File: src/rtl/des_dec_iter.sv
// Iterative DES decryption engine: one Feistel round per clock, 16 rounds per block.
// Subkeys are produced on the fly by right-rotating C/D, so K16 comes first and K1 last.
module des_dec_iter #(
    parameter logic [64:1] RESET_OUT = 64'h0
) (
    input  logic        clk,
    input  logic        rst_n,
    input  logic        in_valid,
    output logic        in_ready,
    input  logic [64:1] in_data,
    input  logic [64:1] in_key,
    output logic        out_valid,
    input  logic        out_ready,
    output logic [64:1] out_data
);

    localparam int unsigned IP_T [64] = '{
        58, 50, 42, 34, 26, 18, 10, 2, 60, 52, 44, 36, 28, 20, 12, 4,
        62, 54, 46, 38, 30, 22, 14, 6, 64, 56, 48, 40, 32, 24, 16, 8,
        57, 49, 41, 33, 25, 17, 9,  1, 59, 51, 43, 35, 27, 19, 11, 3,
        61, 53, 45, 37, 29, 21, 13, 5, 63, 55, 47, 39, 31, 23, 15, 7};
    localparam int unsigned FP_T [64] = '{
        40, 8, 48, 16, 56, 24, 64, 32, 39, 7, 47, 15, 55, 23, 63, 31,
        38, 6, 46, 14, 54, 22, 62, 30, 37, 5, 45, 13, 53, 21, 61, 29,
        36, 4, 44, 12, 52, 20, 60, 28, 35, 3, 43, 11, 51, 19, 59, 27,
        34, 2, 42, 10, 50, 18, 58, 26, 33, 1, 41, 9,  49, 17, 57, 25};
    localparam int unsigned E_T [48] = '{
        32, 1,  2,  3,  4,  5,  4,  5,  6,  7,  8,  9,  8,  9,  10, 11,
        12, 13, 12, 13, 14, 15, 16, 17, 16, 17, 18, 19, 20, 21, 20, 21,
        22, 23, 24, 25, 24, 25, 26, 27, 28, 29, 28, 29, 30, 31, 32, 1};
    localparam int unsigned P_T [32] = '{
        16, 7, 20, 21, 29, 12, 28, 17, 1,  15, 23, 26, 5,  18, 31, 10,
        2,  8, 24, 14, 32, 27, 3,  9,  19, 13, 30, 6,  22, 11, 4,  25};
    localparam int unsigned PC1_T [56] = '{
        57, 49, 41, 33, 25, 17, 9,  1,  58, 50, 42, 34, 26, 18,
        10, 2,  59, 51, 43, 35, 27, 19, 11, 3,  60, 52, 44, 36,
        63, 55, 47, 39, 31, 23, 15, 7,  62, 54, 46, 38, 30, 22,
        14, 6,  61, 53, 45, 37, 29, 21, 13, 5,  28, 20, 12, 4};
    localparam int unsigned PC2_T [48] = '{
        14, 17, 11, 24, 1,  5,  3,  28, 15, 6,  21, 10, 23, 19, 12, 4,
        26, 8,  16, 7,  27, 20, 13, 2,  41, 52, 31, 37, 47, 55, 30, 40,
        51, 45, 33, 48, 44, 49, 39, 56, 34, 53, 46, 42, 50, 36, 29, 32};
    // Flattened S-boxes: entry index is {box, row, col}.
    localparam logic [3:0] SBOX_T [512] = '{
        14, 4, 13, 1, 2, 15, 11, 8, 3, 10, 6, 12, 5, 9, 0, 7, 0, 15, 7, 4, 14, 2, 13, 1, 10, 6, 12, 11, 9, 5, 3, 8,
        4, 1, 14, 8, 13, 6, 2, 11, 15, 12, 9, 7, 3, 10, 5, 0, 15, 12, 8, 2, 4, 9, 1, 7, 5, 11, 3, 14, 10, 0, 6, 13,
        15, 1, 8, 14, 6, 11, 3, 4, 9, 7, 2, 13, 12, 0, 5, 10, 3, 13, 4, 7, 15, 2, 8, 14, 12, 0, 1, 10, 6, 9, 11, 5,
        0, 14, 7, 11, 10, 4, 13, 1, 5, 8, 12, 6, 9, 3, 2, 15, 13, 8, 10, 1, 3, 15, 4, 2, 11, 6, 7, 12, 0, 5, 14, 9,
        10, 0, 9, 14, 6, 3, 15, 5, 1, 13, 12, 7, 11, 4, 2, 8, 13, 7, 0, 9, 3, 4, 6, 10, 2, 8, 5, 14, 12, 11, 15, 1,
        13, 6, 4, 9, 8, 15, 3, 0, 11, 1, 2, 12, 5, 10, 14, 7, 1, 10, 13, 0, 6, 9, 8, 7, 4, 15, 14, 3, 11, 5, 2, 12,
        7, 13, 14, 3, 0, 6, 9, 10, 1, 2, 8, 5, 11, 12, 4, 15, 13, 8, 11, 5, 6, 15, 0, 3, 4, 7, 2, 12, 1, 10, 14, 9,
        10, 6, 9, 0, 12, 11, 7, 13, 15, 1, 3, 14, 5, 2, 8, 4, 3, 15, 0, 6, 10, 1, 13, 8, 9, 4, 5, 11, 12, 7, 2, 14,
        2, 12, 4, 1, 7, 10, 11, 6, 8, 5, 3, 15, 13, 0, 14, 9, 14, 11, 2, 12, 4, 7, 13, 1, 5, 0, 15, 10, 3, 9, 8, 6,
        4, 2, 1, 11, 10, 13, 7, 8, 15, 9, 12, 5, 6, 3, 0, 14, 11, 8, 12, 7, 1, 14, 2, 13, 6, 15, 0, 9, 10, 4, 5, 3,
        12, 1, 10, 15, 9, 2, 6, 8, 0, 13, 3, 4, 14, 7, 5, 11, 10, 15, 4, 2, 7, 12, 9, 5, 6, 1, 13, 14, 0, 11, 3, 8,
        9, 14, 15, 5, 2, 8, 12, 3, 7, 0, 4, 10, 1, 13, 11, 6, 4, 3, 2, 12, 9, 5, 15, 10, 11, 14, 1, 7, 6, 0, 8, 13,
        4, 11, 2, 14, 15, 0, 8, 13, 3, 12, 9, 7, 5, 10, 6, 1, 13, 0, 11, 7, 4, 9, 1, 10, 14, 3, 5, 12, 2, 15, 8, 6,
        1, 4, 11, 13, 12, 3, 7, 14, 10, 15, 6, 8, 0, 5, 9, 2, 6, 11, 13, 8, 1, 4, 10, 7, 9, 5, 0, 15, 14, 2, 3, 12,
        13, 2, 8, 4, 6, 15, 11, 1, 10, 9, 3, 14, 5, 0, 12, 7, 1, 15, 13, 8, 10, 3, 7, 4, 12, 5, 6, 11, 0, 14, 9, 2,
        7, 11, 4, 1, 9, 12, 14, 2, 0, 6, 10, 13, 15, 3, 5, 8, 2, 1, 14, 7, 4, 10, 8, 13, 15, 12, 9, 0, 3, 5, 6, 11};

    function automatic logic [64:1] f_ip(input logic [64:1] x);
        logic [64:1] y;
        for (int i = 0; i < 64; i++) y[64 - i] = x[65 - IP_T[i]];
        return y;
    endfunction

    function automatic logic [64:1] f_fp(input logic [64:1] x);
        logic [64:1] y;
        for (int i = 0; i < 64; i++) y[64 - i] = x[65 - FP_T[i]];
        return y;
    endfunction

    function automatic logic [56:1] f_pc1(input logic [64:1] x);
        logic [56:1] y;
        for (int i = 0; i < 56; i++) y[56 - i] = x[65 - PC1_T[i]];
        return y;
    endfunction

    function automatic logic [48:1] f_pc2(input logic [56:1] x);
        logic [48:1] y;
        for (int i = 0; i < 48; i++) y[48 - i] = x[57 - PC2_T[i]];
        return y;
    endfunction

    function automatic logic [32:1] f_feistel(input logic [32:1] r, input logic [48:1] k);
        logic [48:1] x;
        logic [32:1] s;
        logic [32:1] y;
        logic [6:1]  six;
        logic [8:0]  idx;
        for (int i = 0; i < 48; i++) x[48 - i] = r[33 - E_T[i]];
        x = x ^ k;
        for (int b = 0; b < 8; b++) begin
            six = x[48 - 6 * b -: 6];
            idx = {b[2:0], six[6], six[1], six[5:2]};
            s[32 - 4 * b -: 4] = SBOX_T[idx];
        end
        for (int i = 0; i < 32; i++) y[32 - i] = s[33 - P_T[i]];
        return y;
    endfunction

    typedef enum logic [1:0] {StIdle, StRound, StDone} state_e;

    state_e      state_q;
    logic [4:0]  rnd_q;
    logic [32:1] l_q, r_q;
    logic [28:1] c_q, d_q;

    logic [64:1] ip_blk;
    logic [56:1] pc1_key;
    logic [32:1] r_next;
    logic [28:1] c_rot, d_rot;
    logic        one_shift;

    assign in_ready  = rst_n && (state_q == StIdle);
    assign ip_blk    = f_ip(in_data);
    assign pc1_key   = f_pc1(in_key);
    assign r_next    = l_q ^ f_feistel(r_q, f_pc2({c_q, d_q}));
    // Rounds 1, 8 and 15 step back over the single-shift schedule positions 16, 9 and 2.
    assign one_shift = (rnd_q == 5'd1) || (rnd_q == 5'd8) || (rnd_q == 5'd15);
    assign c_rot     = one_shift ? {c_q[1], c_q[28:2]} : {c_q[2:1], c_q[28:3]};
    assign d_rot     = one_shift ? {d_q[1], d_q[28:2]} : {d_q[2:1], d_q[28:3]};

    always_ff @(posedge clk or negedge rst_n) begin
        if (!rst_n) begin
            state_q   <= StIdle;
            rnd_q     <= '0;
            l_q       <= '0;
            r_q       <= '0;
            c_q       <= '0;
            d_q       <= '0;
            out_valid <= 1'b0;
            out_data  <= RESET_OUT;
        end else begin
            unique case (state_q)
                StIdle: begin
                    if (in_valid) begin
                        l_q     <= ip_blk[64:33];
                        r_q     <= ip_blk[32:1];
                        c_q     <= pc1_key[56:29];
                        d_q     <= pc1_key[28:1];
                        rnd_q   <= 5'd1;
                        state_q <= StRound;
                    end
                end
                StRound: begin
                    l_q <= r_q;
                    r_q <= r_next;
                    if (rnd_q == 5'd16) begin
                        out_data  <= f_fp({r_next, r_q});
                        out_valid <= 1'b1;
                        rnd_q     <= '0;
                        state_q   <= StDone;
                    end else begin
                        c_q   <= c_rot;
                        d_q   <= d_rot;
                        rnd_q <= rnd_q + 5'd1;
                    end
                end
                StDone: begin
                    if (out_ready) begin
                        out_valid <= 1'b0;
                        state_q   <= StIdle;
                    end
                end
                default: state_q <= StIdle;
            endcase
        end
    end

endmodule

File: config.mk
export PLATFORM = sky130hd
export DESIGN_NAME = des_dec_iter
export DESIGN_NICKNAME = d
export VERILOG_FILES = /design/src/rtl/des_dec_iter.sv
export SDC_FILE = /design/constraint.sdc
export NUM_CORES = 1
export LEC_CHECK = 0
export ABC_AREA = 0
export BUFFER_PORTS_ARGS = -buffer_cell sky130_fd_sc_hd__buf_2
export CORE_AREA = 2 2 161 163
export CTS_CLUSTER_SIZE = 24
export DETAILED_ROUTE_END_ITERATION = 8
export DIE_AREA = 0 0 163 165
export HOLD_SLACK_MARGIN = 0.02
export PLACE_DENSITY = 0.8
export SETUP_SLACK_MARGIN = 0.2
export SYNTH_ARGS = -nofsm -noshare
export SYNTH_HDL_FRONTEND = slang
export SYNTH_SLANG_ARGS = --single-unit
File: constraint.sdc
create_clock -name clk -period 3.56 [get_ports clk]
set_input_delay 0.356 -clock clk [delete_from_list [all_inputs] [get_ports clk]]
set_output_delay 0.356 -clock clk [all_outputs]
set_load 0.005 [all_outputs]
==> flow_metrics.env <==
export IMPL_outcome="complete, no violations"
export IMPL_maxSlewViolCount=0
export IMPL_arrival_ns=3.51
export IMPL_globalRouteOverflowTotal=0
export IMPL_first_global_vias=12400
export IMPL_post_synth_fa_ha_maj_area_fraction_pct=5.68
export IMPL_floorplan_die_area_um2=26900
export IMPL_grt_setup_unrepaired="false"
export IMPL_synth_warning_count=0
export IMPL_path_clk_slew_ns=0.08
export IMPL_synth_flop_cell="dfrtp_1"
export IMPL_syn_nets=1842
export IMPL_clock_sink_count=192
export IMPL_detailed_place_hpwl_mm=31.1
export IMPL_viasPerCell=6.32
export IMPL_largest_family_of_logic_cells_by_synthesized_area="compound AO/OA/AOI/OAI gates"
export IMPL_synth_async_reset_ratio_pct=100
export IMPL_drt_first_pass_iters=7
export IMPL_critPathRequiredTime_ns=3.94
export IMPL_ys_seq_area_share_pct=33.0
export IMPL_clock_latency_ns=0.45
export IMPL_drv_cap=0
export IMPL_hold_violation_total_from_the_final_report=0
export IMPL_routed_via_count=13400
export IMPL_holdCritPathClass="input pin to flip-flop"
export IMPL_final_nets=1983
export IMPL_most_used_routing_layer_in_global_routing="met2"
export IMPL_max_slew_margin_rel_pct=33.9
export IMPL_area_growth_synth_to_final_pct=13.3
export IMPL_grt_first_pass_wirelength_mm=68.7
export IMPL_num_rows=58
export IMPL_core_um2=25000
export IMPL_worst_margin_pin_slew_ns=0.987
export IMPL_post_route_min_period_ns=3.13
export IMPL_initial_antenna_violation_count=1
export IMPL_setup_violations_final=0
export IMPL_tritoncts="built"
export IMPL_fin_setup_tns_ns=0
export IMPL_muxShareOfSynthArea_pct=12.6
export IMPL_finalClockSkew_ns=0.0107
export IMPL_utilization_pct=65.8
export IMPL_initial_detailed_routing_violation_count=1702
export IMPL_critPathLaunchType="flip-flop"
export IMPL_gp_congestion=0.963
export IMPL_number_of_buffer_and_inverter_stages_on_the_critical_path=4
export IMPL_cpPeakStageDelay_ns=0.50
export IMPL_totalWireLength_mm=43.6
export IMPL_floorplan_die_width_um=163
export IMPL_floorplan_io_pins=198
export IMPL_max_freq_mhz=319
export IMPL_crit_family="buffers and inverters"
export IMPL_grt_met2_usage_pct=49.0
export IMPL_grt_met1_usage_pct=47.3
export IMPL_critical_path_peak_fanout=10
export IMPL_initial_utilization_pct=58.1
export IMPL_timing_final_crit_share_pct=87.9
export IMPL_synth_cell_area_um2=14500
export IMPL_slowest_stage="dfrtp_1"
export IMPL_synth_edf_count=0
export IMPL_layout_cell_share_with_drive_strength_beyond_1_pct=22.1
export IMPL_numPortBuffers=189
export IMPL_grtUsageTotal_pct=32.7
export IMPL_grt_max_degree=126
export IMPL_root_buffer="clkbuf_16"
export IMPL_synthXorXnorAreaFrac_pct=9.84
export IMPL_cp_depth=12
export IMPL_leading_cell_type_in_the_layout_fill_and_taps_excluded="nand2_1"
export IMPL_syn_inst=1644
export IMPL_h_tree_depth=4
export IMPL_timing_critical_path_cells="xor2_1, buf_4, inv_1, ha_1, inv_1, mux4_2, and3_1, a211oi_1, buf_4, xnor2_1, nand2_1, a31oi_1"
export IMPL_nFillCells=2035
export IMPL_cts_buffers_inserted=17
export IMPL_r2r_worst_path_cells=12
export IMPL_critical_path_start_end_classification="flip-flop to flip-flop"
export IMPL_global_route_usage_met3_pct=6.88
export IMPL_post_synth_and_or_nand_nor_area_fraction_pct=13.7
export IMPL_drt_drc_violations_left=0
export IMPL_yosys_cell_types_count=76
export IMPL_final_cell_mix="195 x nand2_1, 192 x dfrtp_1, 188 x buf_2, 145 x o21ai_0, 129 x nor2_1"
export IMPL_ys_seq_elements=192
export IMPL_synth_compound_area_share_pct=20.2
export IMPL_worstHoldPathCells=3
export IMPL_diodes=0
export IMPL_wl_per_cell_um=20.5
export IMPL_clk_path_buf_depth=2
export IMPL_cp_end_kind="flip-flop"
export IMPL_dieHeight_um=165
export IMPL_number_of_nets_with_antenna_violations_after_detailed_routing=0
export IMPL_post_synth_cell_area_avg_um2=8.85
layer usage:
| layer | share of wire [%] | wire length [µm] | up-vias |
|---|---|---|---|
| met4 | 3.0 | 1310 | 2 |
| met2 | 43 | 19000 | 716 |
| met5 | 0.094 | 41 | - |
| met1 | 44 | 19000 | 6469 |
| li1 | - | - | 6158 |
| met3 | 9.7 | 4230 | 95 |
final timing paths:
check / start / slack (ns) / end
min in group asynchronous: rst_n / 0.45 / out_data[24]
worst min register to register: out_data[5] / 0.48 / out_data[5]
worst max register to register: d_q[1] / 0.43 / r_q[21]
worst min-delay path: in_data[16] / 0.16 / r_q[31]
worst max-delay path: d_q[1] / 0.43 / r_q[21]
max in group asynchronous: rst_n / 1.97 / d_q[1]
cells by family (layout without fill, tap and decap cells):
family | after synthesis | in the layout
buffers and inverters | 169 | 323
xor gates and xnor gates | 131 | 131
AOI/OAI and AO/OA | 478 | 478
muxes | 145 | 145
adders and majority gates | 66 | 66
and+or+nand+nor | 463 | 463
DFF | 192 | 192
layout make-up:
| type | instances | area [µm²] | area share, % |
|---|---|---|---|
| multi-input combinational | 1283 | 9080 | 55.1 |
| inverter | 44 | 165 | 1.00 |
| tap | 330 | 413 | 2.51 |
| timing repair buffer | 247 | 1470 | 8.91 |
| sequential | 192 | 4800 | 29.2 |
| clock buffer | 19 | 443 | 2.69 |
| clock inverter | 13 | 100 | 0.608 |
per-stage QoR:
stage                     instance area, µm²  hold slack [ns]  instances  worst slack (ns)
after global routing                   16500            0.169       2128             0.205
after floorplan                        14500           0.0604       1644             0.727
after global placement                 15900            0.383       2095             0.521
final                                  16500            0.155       2128             0.429
after detailed placement               15900            0.389       2095             0.474
after CTS                              16500            0.155       2128             0.440
cells in the mapped netlist (7+ instances only):
cell type / number / share of area [%]
buf_1: 7 / 0.18
o22ai_1: 10 / 0.43
mux4_2: 23 / 3.6
xor2_1: 42 / 2.5
mux2_2: 40 / 3.1
inv_1: 37 / 0.95
o21ai_0: 145 / 5.0
or3_1: 7 / 0.30
nand3_1: 35 / 1.2
xnor2_1: 56 / 3.4
buf_2: 36 / 1.2
xnor2_2: 13 / 1.5
ha_1: 66 / 5.7
nor2_1: 131 / 3.4
nand2_1: 197 / 5.1
a211oi_1: 16 / 0.83
xor2_2: 16 / 1.8
a21oi_1: 120 / 4.1
o2111ai_1: 7 / 0.42
clkbuf_1: 77 / 2.0
mux2i_1: 79 / 5.4
o21ai_1: 24 / 0.83
o211ai_1: 27 / 1.4
and3_1: 20 / 0.86
a22oi_1: 34 / 1.8
a31oi_1: 23 / 0.99
nor3_1: 44 / 1.5
inv_2: 7 / 0.18
dfrtp_1: 192 / 33
sequential cells by signal, indices dropped and copies added, names as in the netlist:
signal,cells
rnd_q,5
out_valid,1
l_q,32
state_q,2
d_q,28
r_q,32
c_q,28
out_data,64
worst reg2reg max path: cells and delay by family, from the launching register on:
family	cells	cell delay [ns]
flops	1	0.50
simple gates	2	0.30
buf+inv	4	0.63
xor+xnor	2	0.37
mux	1	0.45
compound gates	2	0.58
fa+ha+maj	1	0.24
timing repair:
action,CTS,global route
setup endpoints to repair,0,1
buffers inserted,0,0
gates resized for setup,0,1
hold endpoints to repair,67,0
hold buffers,1,0
Power is not shown: default switching activity piles up to over one toggle a cycle in this logic, so the estimate is an artifact.
